`config.mk`:
```
export PLATFORM = sky130hd
export DESIGN_NAME = button_step_ctrl_flat
export DESIGN_NICKNAME = d
export VERILOG_FILES = /design/src/rtl/button_step_ctrl_pkg.sv /design/src/rtl/button_step_ctrl_if.sv /design/src/rtl/button_step_ctrl_edge.sv /design/src/rtl/button_step_ctrl.sv /design/src/flat_wrapper.sv
export SDC_FILE = /design/constraint.sdc
export NUM_CORES = 1
export LEC_CHECK = 0
export ABC_AREA = 1
export BUFFER_PORTS_ARGS = -buffer_cell sky130_fd_sc_hd__buf_4
export CORE_AREA = 2 2 117 119
export DETAILED_ROUTE_END_ITERATION = 6
export DIE_AREA = 0 0 119 121
export PLACE_DENSITY = 0.44
export SLEW_MARGIN = 20
export SYNTH_ARGS = -nofsm -noshare
export SYNTH_HDL_FRONTEND = slang
export SYNTH_SLANG_ARGS = --single-unit
```
`constraint.sdc`:
```
create_clock -name clk -period 4 [get_ports clk]
set_clock_uncertainty 0.15 [all_clocks]
set_input_delay 0 -clock clk [delete_from_list [all_inputs] [get_ports clk]]
set_output_delay 0 -clock clk [all_outputs]
set_load 0.005 [all_outputs]
```
`src/rtl/button_step_ctrl_pkg.sv`:
```
// Shared types and default timing for the button step controller.
//   step_state_t     : step-mode FSM states
//   DEF_*            : default timing constants for a 50 MHz clock
//   max3             : helper used to size the shared internal counter
package button_ctrl_pkg;

  typedef enum logic [1:0] {
    S_IDLE,
    S_HOLD,
    S_REPEAT
  } step_state_t;

  localparam int unsigned DEF_HOLD_TIME   = 25_000_000;  // 0.5 s
  localparam int unsigned DEF_REPEAT_TIME = 5_000_000;   // 100 ms
  localparam int unsigned DEF_RUN_DIV     = 50_000;      // 1 kHz
  localparam int unsigned DEF_CNT_W       = 16;

  function automatic int unsigned max3(input int unsigned a,
                                       input int unsigned b,
                                       input int unsigned c);
    int unsigned m;
    m = (a > b) ? a : b;
    return (m > c) ? m : c;
  endfunction

endpackage

```
`src/rtl/button_step_ctrl_if.sv`:
```
// Button/strobe bundle between the debouncers, the controller and the core.
//   step_btn_n, mode_btn_n : debounced active-low buttons
//   halt                   : core halted, suppresses strobes
//   cpu_en                 : one-cycle core enable strobe
//   run_mode               : 0 = step, 1 = run
//   step_count             : issued strobe count (wraps)
// master drives buttons/halt; slave is the controller.
interface button_step_ctrl_if #(
  parameter int unsigned CNT_W = 16
);
  logic             step_btn_n;
  logic             mode_btn_n;
  logic             halt;
  logic             cpu_en;
  logic             run_mode;
  logic [CNT_W-1:0] step_count;

  modport master (
    output step_btn_n, mode_btn_n, halt,
    input  cpu_en, run_mode, step_count
  );

  modport slave (
    input  step_btn_n, mode_btn_n, halt,
    output cpu_en, run_mode, step_count
  );
endinterface

```
`src/rtl/button_step_ctrl_edge.sv`:
```
// Falling-edge (press) detector for an active-low button level.
//   clk, rst : clock, synchronous active-high reset
//   i_btn_n  : debounced button level, active low
//   o_press  : high for the cycle where the button is sampled low after high
// History resets to 1 (released) so a button held through reset yields a press.
module fall_edge_detect (
  input  logic clk,
  input  logic rst,
  input  logic i_btn_n,
  output logic o_press
);
  logic r_hist;

  always_ff @(posedge clk) begin
    if (rst) r_hist <= 1'b1;
    else     r_hist <= i_btn_n;
  end

  assign o_press = r_hist & ~i_btn_n;
endmodule

```
`src/rtl/button_step_ctrl.sv`:
```
// Step/run enable controller for the RV32I core.
//   clk, rst : clock, synchronous active-high reset
//   bus      : button_step_ctrl_if slave (buttons, halt in; cpu_en, run_mode,
//              step_count out)
// Step mode: strobe on press, again after HOLD_TIME held, then every
// REPEAT_TIME. Run mode: strobe every RUN_DIV cycles. halt masks strobes.
module button_step_ctrl
  import button_ctrl_pkg::*;
#(
  parameter int unsigned HOLD_TIME   = DEF_HOLD_TIME,
  parameter int unsigned REPEAT_TIME = DEF_REPEAT_TIME,
  parameter int unsigned RUN_DIV     = DEF_RUN_DIV,
  parameter int unsigned CNT_W       = DEF_CNT_W
) (
  input logic               clk,
  input logic               rst,
  button_step_ctrl_if.slave bus
);
  localparam int unsigned MAXT = max3(HOLD_TIME, REPEAT_TIME, RUN_DIV);
  localparam int unsigned CW   = (MAXT > 1) ? $clog2(MAXT) : 1;

  localparam logic [CW-1:0]    HOLD_LAST   = CW'(HOLD_TIME - 1);
  localparam logic [CW-1:0]    REPEAT_LAST = CW'(REPEAT_TIME - 1);
  localparam logic [CW-1:0]    DIV_LAST    = CW'(RUN_DIV - 1);
  localparam logic [CW-1:0]    CW_ONE      = CW'(1);
  localparam logic [CNT_W-1:0] CNT_ONE     = CNT_W'(1);

  logic w_step_press;
  logic w_mode_press;

  step_state_t      r_state;
  logic [CW-1:0]    r_cnt;   // hold/repeat counter
  logic [CW-1:0]    r_div;   // run-mode divider
  logic             r_cpu_en;
  logic             r_run_mode;
  logic [CNT_W-1:0] r_step_count;

  fall_edge_detect u_step_edge (
    .clk     (clk),
    .rst     (rst),
    .i_btn_n (bus.step_btn_n),
    .o_press (w_step_press)
  );

  fall_edge_detect u_mode_edge (
    .clk     (clk),
    .rst     (rst),
    .i_btn_n (bus.mode_btn_n),
    .o_press (w_mode_press)
  );

  // Each strobe site masks with halt and bumps step_count in the same
  // cycle, so cpu_en and step_count always move together.
  always_ff @(posedge clk) begin
    if (rst) begin
      r_state      <= S_IDLE;
      r_cnt        <= '0;
      r_div        <= '0;
      r_cpu_en     <= 1'b0;
      r_run_mode   <= 1'b0;
      r_step_count <= '0;
    end else begin
      r_cpu_en <= 1'b0;
      if (w_mode_press) begin
        r_run_mode <= ~r_run_mode;
        r_state    <= S_IDLE;
        r_cnt      <= '0;
        r_div      <= '0;
      end else if (r_run_mode) begin
        r_state <= S_IDLE;
        r_cnt   <= '0;
        if (r_div == DIV_LAST) begin
          r_div    <= '0;
          r_cpu_en <= ~bus.halt;
          if (!bus.halt) r_step_count <= r_step_count + CNT_ONE;
        end else begin
          r_div <= r_div + CW_ONE;
        end
      end else begin
        r_div <= '0;
        case (r_state)
          S_IDLE: begin
            if (w_step_press) begin
              r_cnt    <= '0;
              r_state  <= S_HOLD;
              r_cpu_en <= ~bus.halt;
              if (!bus.halt) r_step_count <= r_step_count + CNT_ONE;
            end
          end
          S_HOLD, S_REPEAT: begin
            if (bus.step_btn_n) begin
              r_cnt   <= '0;
              r_state <= S_IDLE;
            end else if (r_cnt == ((r_state == S_HOLD) ? HOLD_LAST : REPEAT_LAST)) begin
              r_cnt    <= '0;
              r_state  <= S_REPEAT;
              r_cpu_en <= ~bus.halt;
              if (!bus.halt) r_step_count <= r_step_count + CNT_ONE;
            end else begin
              r_cnt <= r_cnt + CW_ONE;
            end
          end
          default: begin
            r_cnt   <= '0;
            r_state <= S_IDLE;
          end
        endcase
      end
    end
  end

  assign bus.cpu_en     = r_cpu_en;
  assign bus.run_mode   = r_run_mode;
  assign bus.step_count = r_step_count;
endmodule
```
`src/flat_wrapper.sv`:
```
// flat-port wrapper written by rule: the top's interface ports become plain ports
module button_step_ctrl_flat import button_ctrl_pkg::*;
#(
  parameter int unsigned HOLD_TIME   = DEF_HOLD_TIME,
  parameter int unsigned REPEAT_TIME = DEF_REPEAT_TIME,
  parameter int unsigned RUN_DIV     = DEF_RUN_DIV,
  parameter int unsigned CNT_W       = DEF_CNT_W
)
  (clk, rst, bus_step_btn_n, bus_mode_btn_n, bus_halt, bus_cpu_en, bus_run_mode, bus_step_count);
  button_step_ctrl_if #(.CNT_W(CNT_W)) bus_i ();
  input logic clk;
  input logic rst;
  input wire logic [$bits(bus_i.step_btn_n)-1:0] bus_step_btn_n;
  input wire logic [$bits(bus_i.mode_btn_n)-1:0] bus_mode_btn_n;
  input wire logic [$bits(bus_i.halt)-1:0] bus_halt;
  output wire logic [$bits(bus_i.cpu_en)-1:0] bus_cpu_en;
  output wire logic [$bits(bus_i.run_mode)-1:0] bus_run_mode;
  output wire logic [$bits(bus_i.step_count)-1:0] bus_step_count;
  assign bus_i.step_btn_n = bus_step_btn_n;
  assign bus_i.mode_btn_n = bus_mode_btn_n;
  assign bus_i.halt = bus_halt;
  assign bus_cpu_en = bus_i.cpu_en;
  assign bus_run_mode = bus_i.run_mode;
  assign bus_step_count = bus_i.step_count;
  button_step_ctrl #(.HOLD_TIME(HOLD_TIME), .REPEAT_TIME(REPEAT_TIME), .RUN_DIV(RUN_DIV), .CNT_W(CNT_W)) u_core (.clk(clk), .rst(rst), .bus(bus_i));
endmodule
```
**Yosys cells after proc, flatten, opt, wreduce, memory -nomap -nowiden**

Cells that the tools add are included.

- Logic and storage cells: 58
- Input bits: 5
- Register bits: 72
- Output and inout port bits: 18

- Reductions and logical operators: 8
- Bitwise operators: 7
- Equality and inequality tests: 10
- Add/subtract/negate cells: 3
- Mux-type cells: 22

Operator list:

| kind | number |
|---|---|
| $mux W25 | 4 |
| $mux W16 | 6 |
| $add A25 B1 Y25 const B | 2 |
| $pmux W25 S2 | 1 |
| $pmux W16 S2 | 1 |
| $eq A25 B16 Y1 const B | 1 |
| $eq A25 B25 Y1 | 1 |
| $add A16 B1 Y16 const B | 1 |
| $ne A3 B2 Y1 const B | 3 |
| $mux W2 | 3 |
| $reduce_and A6 Y1 | 1 |
| $mux W1 | 5 |
| $not A1 Y1 | 5 |
| $ne A2 B2 Y1 const B | 2 |
| $pmux W2 S2 | 1 |
| $reduce_or A2 Y1 | 2 |
| $reduce_or A4 Y1 | 1 |
| $ne A3 B1 Y1 const B | 1 |
| $reduce_bool A3 Y1 | 1 |
| $reduce_or A3 Y1 | 1 |
| $and A1 B1 Y1 | 2 |
| $eq A2 B1 Y1 const B | 1 |
| $eq A2 B2 Y1 const B | 1 |
| $logic_not A2 Y1 | 1 |
| other kinds (2) | 2 |

**Depth between registers and ports, before layout**

- Depth in word-level cells: 7
- Depth in mapped cells: 14
- Mapped depth without buffers: 13

**Modules after synthesis**

Synthesis repeated with hierarchy kept, for this count alone.

- Cells, all modules: 589
- Area, all modules: 3901.2 um^2

By module, submodules not included:

| module | area an instance (um^2) | instances | seq. area each (um^2) | cells an instance |
|---|---|---|---|---|
| button_step_ctrl | 3823.7 | 1 | 1401.3 | 577 |
| fall_edge_detect | 38.8 | 2 | 20.0 | 6 |

**Least setup slack after synthesis**

No wires, ideal clock.

- Kind: reg2reg
- Start: register u_core.r_state[0]
- End: register u_core.r_step_count[4], in the netlist u_core.bus.step_count[4]
- Data arrival time: 1479 ps
- Path buffers: 0
- Cell stages (with the launch flop): 11
- Setup slack: 2258 ps
- Path through: dfxtp_1 inv_1 ha_1 a21oi_1 nand2_1 nand2_1 inv_1 nor3_1 nand3_1 nor2_1 nor2_1

- Word-level cells in the longest chain between the ends: 5
- Elaborated cells between the ends (all ways): 13
- Those cells by class: 6 x eq/ne; 3 x mux; 4 x reduce/logical

RTL lines:

| element | RTL line | source |
|---|---|---|
| from (decl) | button_step_ctrl.sv:31 | `step_state_t r_state;` |
| from (signal assigned) | button_step_ctrl.sv:56 | `r_state <= S_IDLE;` |
| from (signal assigned) | button_step_ctrl.sv:66 | `r_state <= S_IDLE;` |
| from (signal assigned) | button_step_ctrl.sv:70 | `r_state <= S_IDLE;` |
| $eq A2 B1 Y1 | button_step_ctrl.sv:81, button_step_ctrl.sv:94 |  |
| $mux W25 | button_step_ctrl.sv:94 | `end else if (r_cnt == ((r_state == S_HOLD) ? HOLD_LAST : REPEAT_LAST)) begin` |
| $eq A25 B25 Y1 | button_step_ctrl.sv:94 |  |
| $ne A3 B1 Y1 (no source line) | - |  |
| $reduce_and A6 Y1 (no source line) | - |  |
| to (signal assigned) | button_step_ctrl.sv:75 | `if (!bus.halt) r_step_count <= r_step_count + CNT_ONE;` |
| to (signal assigned) | button_step_ctrl.sv:87 | `if (!bus.halt) r_step_count <= r_step_count + CNT_ONE;` |
| to (signal assigned) | button_step_ctrl.sv:98 | `if (!bus.halt) r_step_count <= r_step_count + CNT_ONE;` |
| to (decl) | button_step_ctrl.sv:36 | `logic [CNT_W-1:0] r_step_count;` |

Several ways; a longest one is shown, not always the timed one.
A chain may end at the register's enable or synchronous reset.

**Worst setup path after layout**

- Start: register u_core.r_state[0]
- End: register u_core.r_cnt[15]

- Word-level cells in the longest chain between the ends: 6
- Elaborated cells between the ends (all ways): 10
- Those cells by class: 4 x eq/ne; 4 x mux; 2 x reduce/logical

RTL lines:

| element | RTL line | source |
|---|---|---|
| $eq A2 B1 Y1 | button_step_ctrl.sv:81, button_step_ctrl.sv:94 |  |
| $mux W25 | button_step_ctrl.sv:94 |  |
| $eq A25 B25 Y1 | button_step_ctrl.sv:94 |  |
| $mux W25 | button_step_ctrl.sv:94 |  |
| $mux W25 | button_step_ctrl.sv:91 | `if (bus.step_btn_n) begin` |
| $pmux W25 S2 | button_step_ctrl.sv:81 | `case (r_state)` |
| to (signal assigned) | button_step_ctrl.sv:100 | `r_cnt <= r_cnt + CW_ONE;` |
| to (decl) | button_step_ctrl.sv:32 | `logic [CW-1:0] r_cnt;` |

Several ways; a longest one is shown, not always the timed one.

==> metrics.cfg <==
[outcome]
outcome = finished, violations left
violations = hold timing

[flow_run]
cap_viol_max_count = 0

[power_and_ir_drop]
switching_share_pct = 23.6
pwr-share-comb_pct = 4.9
power.internal_mw = 1.23
p_clk_share_pct = 49.6
powerDensity_nw_per_um2 = 357
ir_drop_v = 0.000144
leakagePower_nw = 1.73
seq_power_share_pct = 45.5
p_total_mw = 1.61
power.switching_mw = 0.379

[worst_setup_path]
critPathKind = reg2reg
worstPathArrival_ns = 2.36
crit_start = u_core.r_state[0]
r2r-start = u_core.r_state[0]
critPathCaptureType = flip-flop
worstPathMaxFanout = 13
crit_required_ns = 4.06
cp-start-kind = flip-flop

[floorplanning]
initial_utilization_pct = 29.6
row_count = 42
core_um2 = 13100
die_y_um = 121
dieArea_um2 = 14400
pin_count = 23
chipWidth_um = 119

[global_route]
met2_usage_pct = 19.7
grt_max_degree = 27
met1_usage_pct = 18.3
grt_pass1_vias = 3276
grt_busiest_layer = met2
grt_usage_pct = 13.5
use_met3_pct = 3.34
antenna_found_initial = 0
grt_pass1_wl_um = 15600
grt-ovfl-total = 0

[synthesis]
dominantRegCellSynth = dfxtp_1
ys_seq_area_share_pct = 37.2
netlist_area_um2 = 3870
ys_top_cells_by_area = dfxtp_1 37%, nand2_1 12%, nor2_1 12%
synth_nets = 597
synth_top_area_cell = dfxtp_1
yosys-top-cells-count = 128 x nand2_1, 119 x nor2_1, 83 x inv_1
ys_types = 29
syn_area_per_cell_um2 = 6.61
yosysWarningCount = 0
synth_cells = 586
synth_seq_cells = 72
yosys.area.top_type_share_pct = 37.2
yosysMostFrequentCell = nand2_1
async_flop_share_pct = 0
synth_edf_count = 0

[clocking]
clk_latency_ns = 0.34
cts_tree = yes
clkTransAtPathRegs_ns = 0.06
root_buffer = clkbuf_16
cts_buffers = 9
h-tree-depth = 3
cts_buffer_depth = 2
cts_sinks = 72

[placed_design]
gp_congestion = 0.809
dp_hpwl_um = 6520
port-buffer-count = 22
dpl.cell_count = 774
post-place-ws_ns = 1.70
dpl_cell_area_um2 = 4180

[cells_and_area]
drive_gt1_share_pct = 8.77
nets = 623
fin_area_um2 = 4500
fin_util_pct = 34.4
area_growth_pct = 16.1
antenna_cells = 0
stdcell_count = 792

[worst_hold_path]
hold_path.startpoint = bus_halt
hp-class = in2reg

[route]
drtAntennaViolNets = 0
drt-vias-per-instance = 4.46
num_vias = 3533
drt_wl_total_um = 8990
wire_per_inst_um = 11.3
drt_iter0_markers = 161
post-route-drc-count = 0
firstDrtPassIters = 4

[sta]
whs_ns = -0.000471
fmax_mhz = 435
grt_setup_unrepaired = no
worst_slew_pin_slew_ns = 0.635
relSlewSlack_pct = 57.6
finalCritPeriodShare_pct = 57.5
timing.final.ws_setup_ns = 1.70
setup_violations = 0
drv_slew = 0
hold_viol_final = 1
fin_setup_tns_ns = 0
layout_min_cycle_time_ns = 2.30

-- cell type report --
class                           count  area [um2]
Clock buffer                       10         229
Clock inverter                      5        58.8
Fill cell                        1434        8590
Inverter                           84         315
Multi-Input combinational cell    420        2040
Sequential cell                    72        1440
Tap cell                          176         220
Timing Repair Buffer               25         195
-- layout by cell type, fill, tap and decap left out, drive strengths merged, types with 6 or more instances in the layout --
cell,count
nand3,39
xnor2,10
clkbuf,10
inv,84
nand4,28
a21oi,18
nor2,126
dfxtp,72
o21ai,11
nor3,20
nand2,133
ha,6
buf,22
xor2,16
-- worst max-delay path: stages (launching register included) --
cell	delay [ns]
dfxtp_1	0.36
inv_1	0.07
ha_1	0.20
nand2_1	0.35
nand4_1	0.28
nor2_1	0.33
nand2_1	0.11
nor2_1	0.13
xor2_1	0.15
nor2_1	0.05
-- kinds of logic (layout without fill, tap and decap cells) --
family / Yosys count / after routing / synth area share, %
AO/OA/AOI/OAI: 34 / 34 / 4.94
AND/OR/NAND/NOR: 354 / 354 / 39.8
buffers and inverters: 94 / 124 / 10.2
adder cells (fa/ha/maj): 6 / 6 / 1.94
XOR/XNOR: 26 / 26 / 5.88
flip-flops: 72 / 72 / 37.2
-- power groups by stage --
| stage | clock (mW) | sequential, mW | combinational, mW |
|---|---|---|---|
| final | 0.797 | 0.731 | 0.0784 |
| after global routing | 0.859 | 0.731 | 0.0905 |
| after CTS | 0.828 | 0.731 | 0.0802 |
| after detailed placement | 0 | 0.747 | 0.0776 |
| after global placement | 0 | 0.747 | 0.0771 |
| after floorplan | 0 | 0.745 | 0.0605 |
-- metal layers --
layer  routed length, um  share of wire (%)
met5                   0                  0
met4                 193                2.1
met3                 375                4.2
met2                3800                 42
met1                4620                 51
-- flip-flops by register name, summed over array words and instances (netlist names) --
signal and cells:
u_core.bus.step_count 16, u_core.r_div 25, u_core.r_state 2, u_core.bus.run_mode 1, u_core.r_cnt 25, u_core.bus.cpu_en 1, u_core.u_step_edge.r_hist 1, u_core.u_mode_edge.r_hist 1
-- worst paths after layout --
| path | endpoint | slack, ns | cells after the start |
|---|---|---|---|
| worst max-delay path | u_core.r_cnt[15] | 1.70 | 9 |
| worst min-delay path | u_core.bus.cpu_en | -0.0005 | 5 |
| worst max register to register | u_core.r_cnt[15] | 1.70 | 9 |
| worst min register to register | u_core.r_div[24] | 0.30 | 1 |
-- timing repair --
item / in CTS / in global routing
hold endpoints to repair: 13 / 0
hold buffers: 3 / 0
resized for setup: 0 / 0
buffers inserted: 0 / 0
No activity file was read; power rests on OpenSTA's default activity.
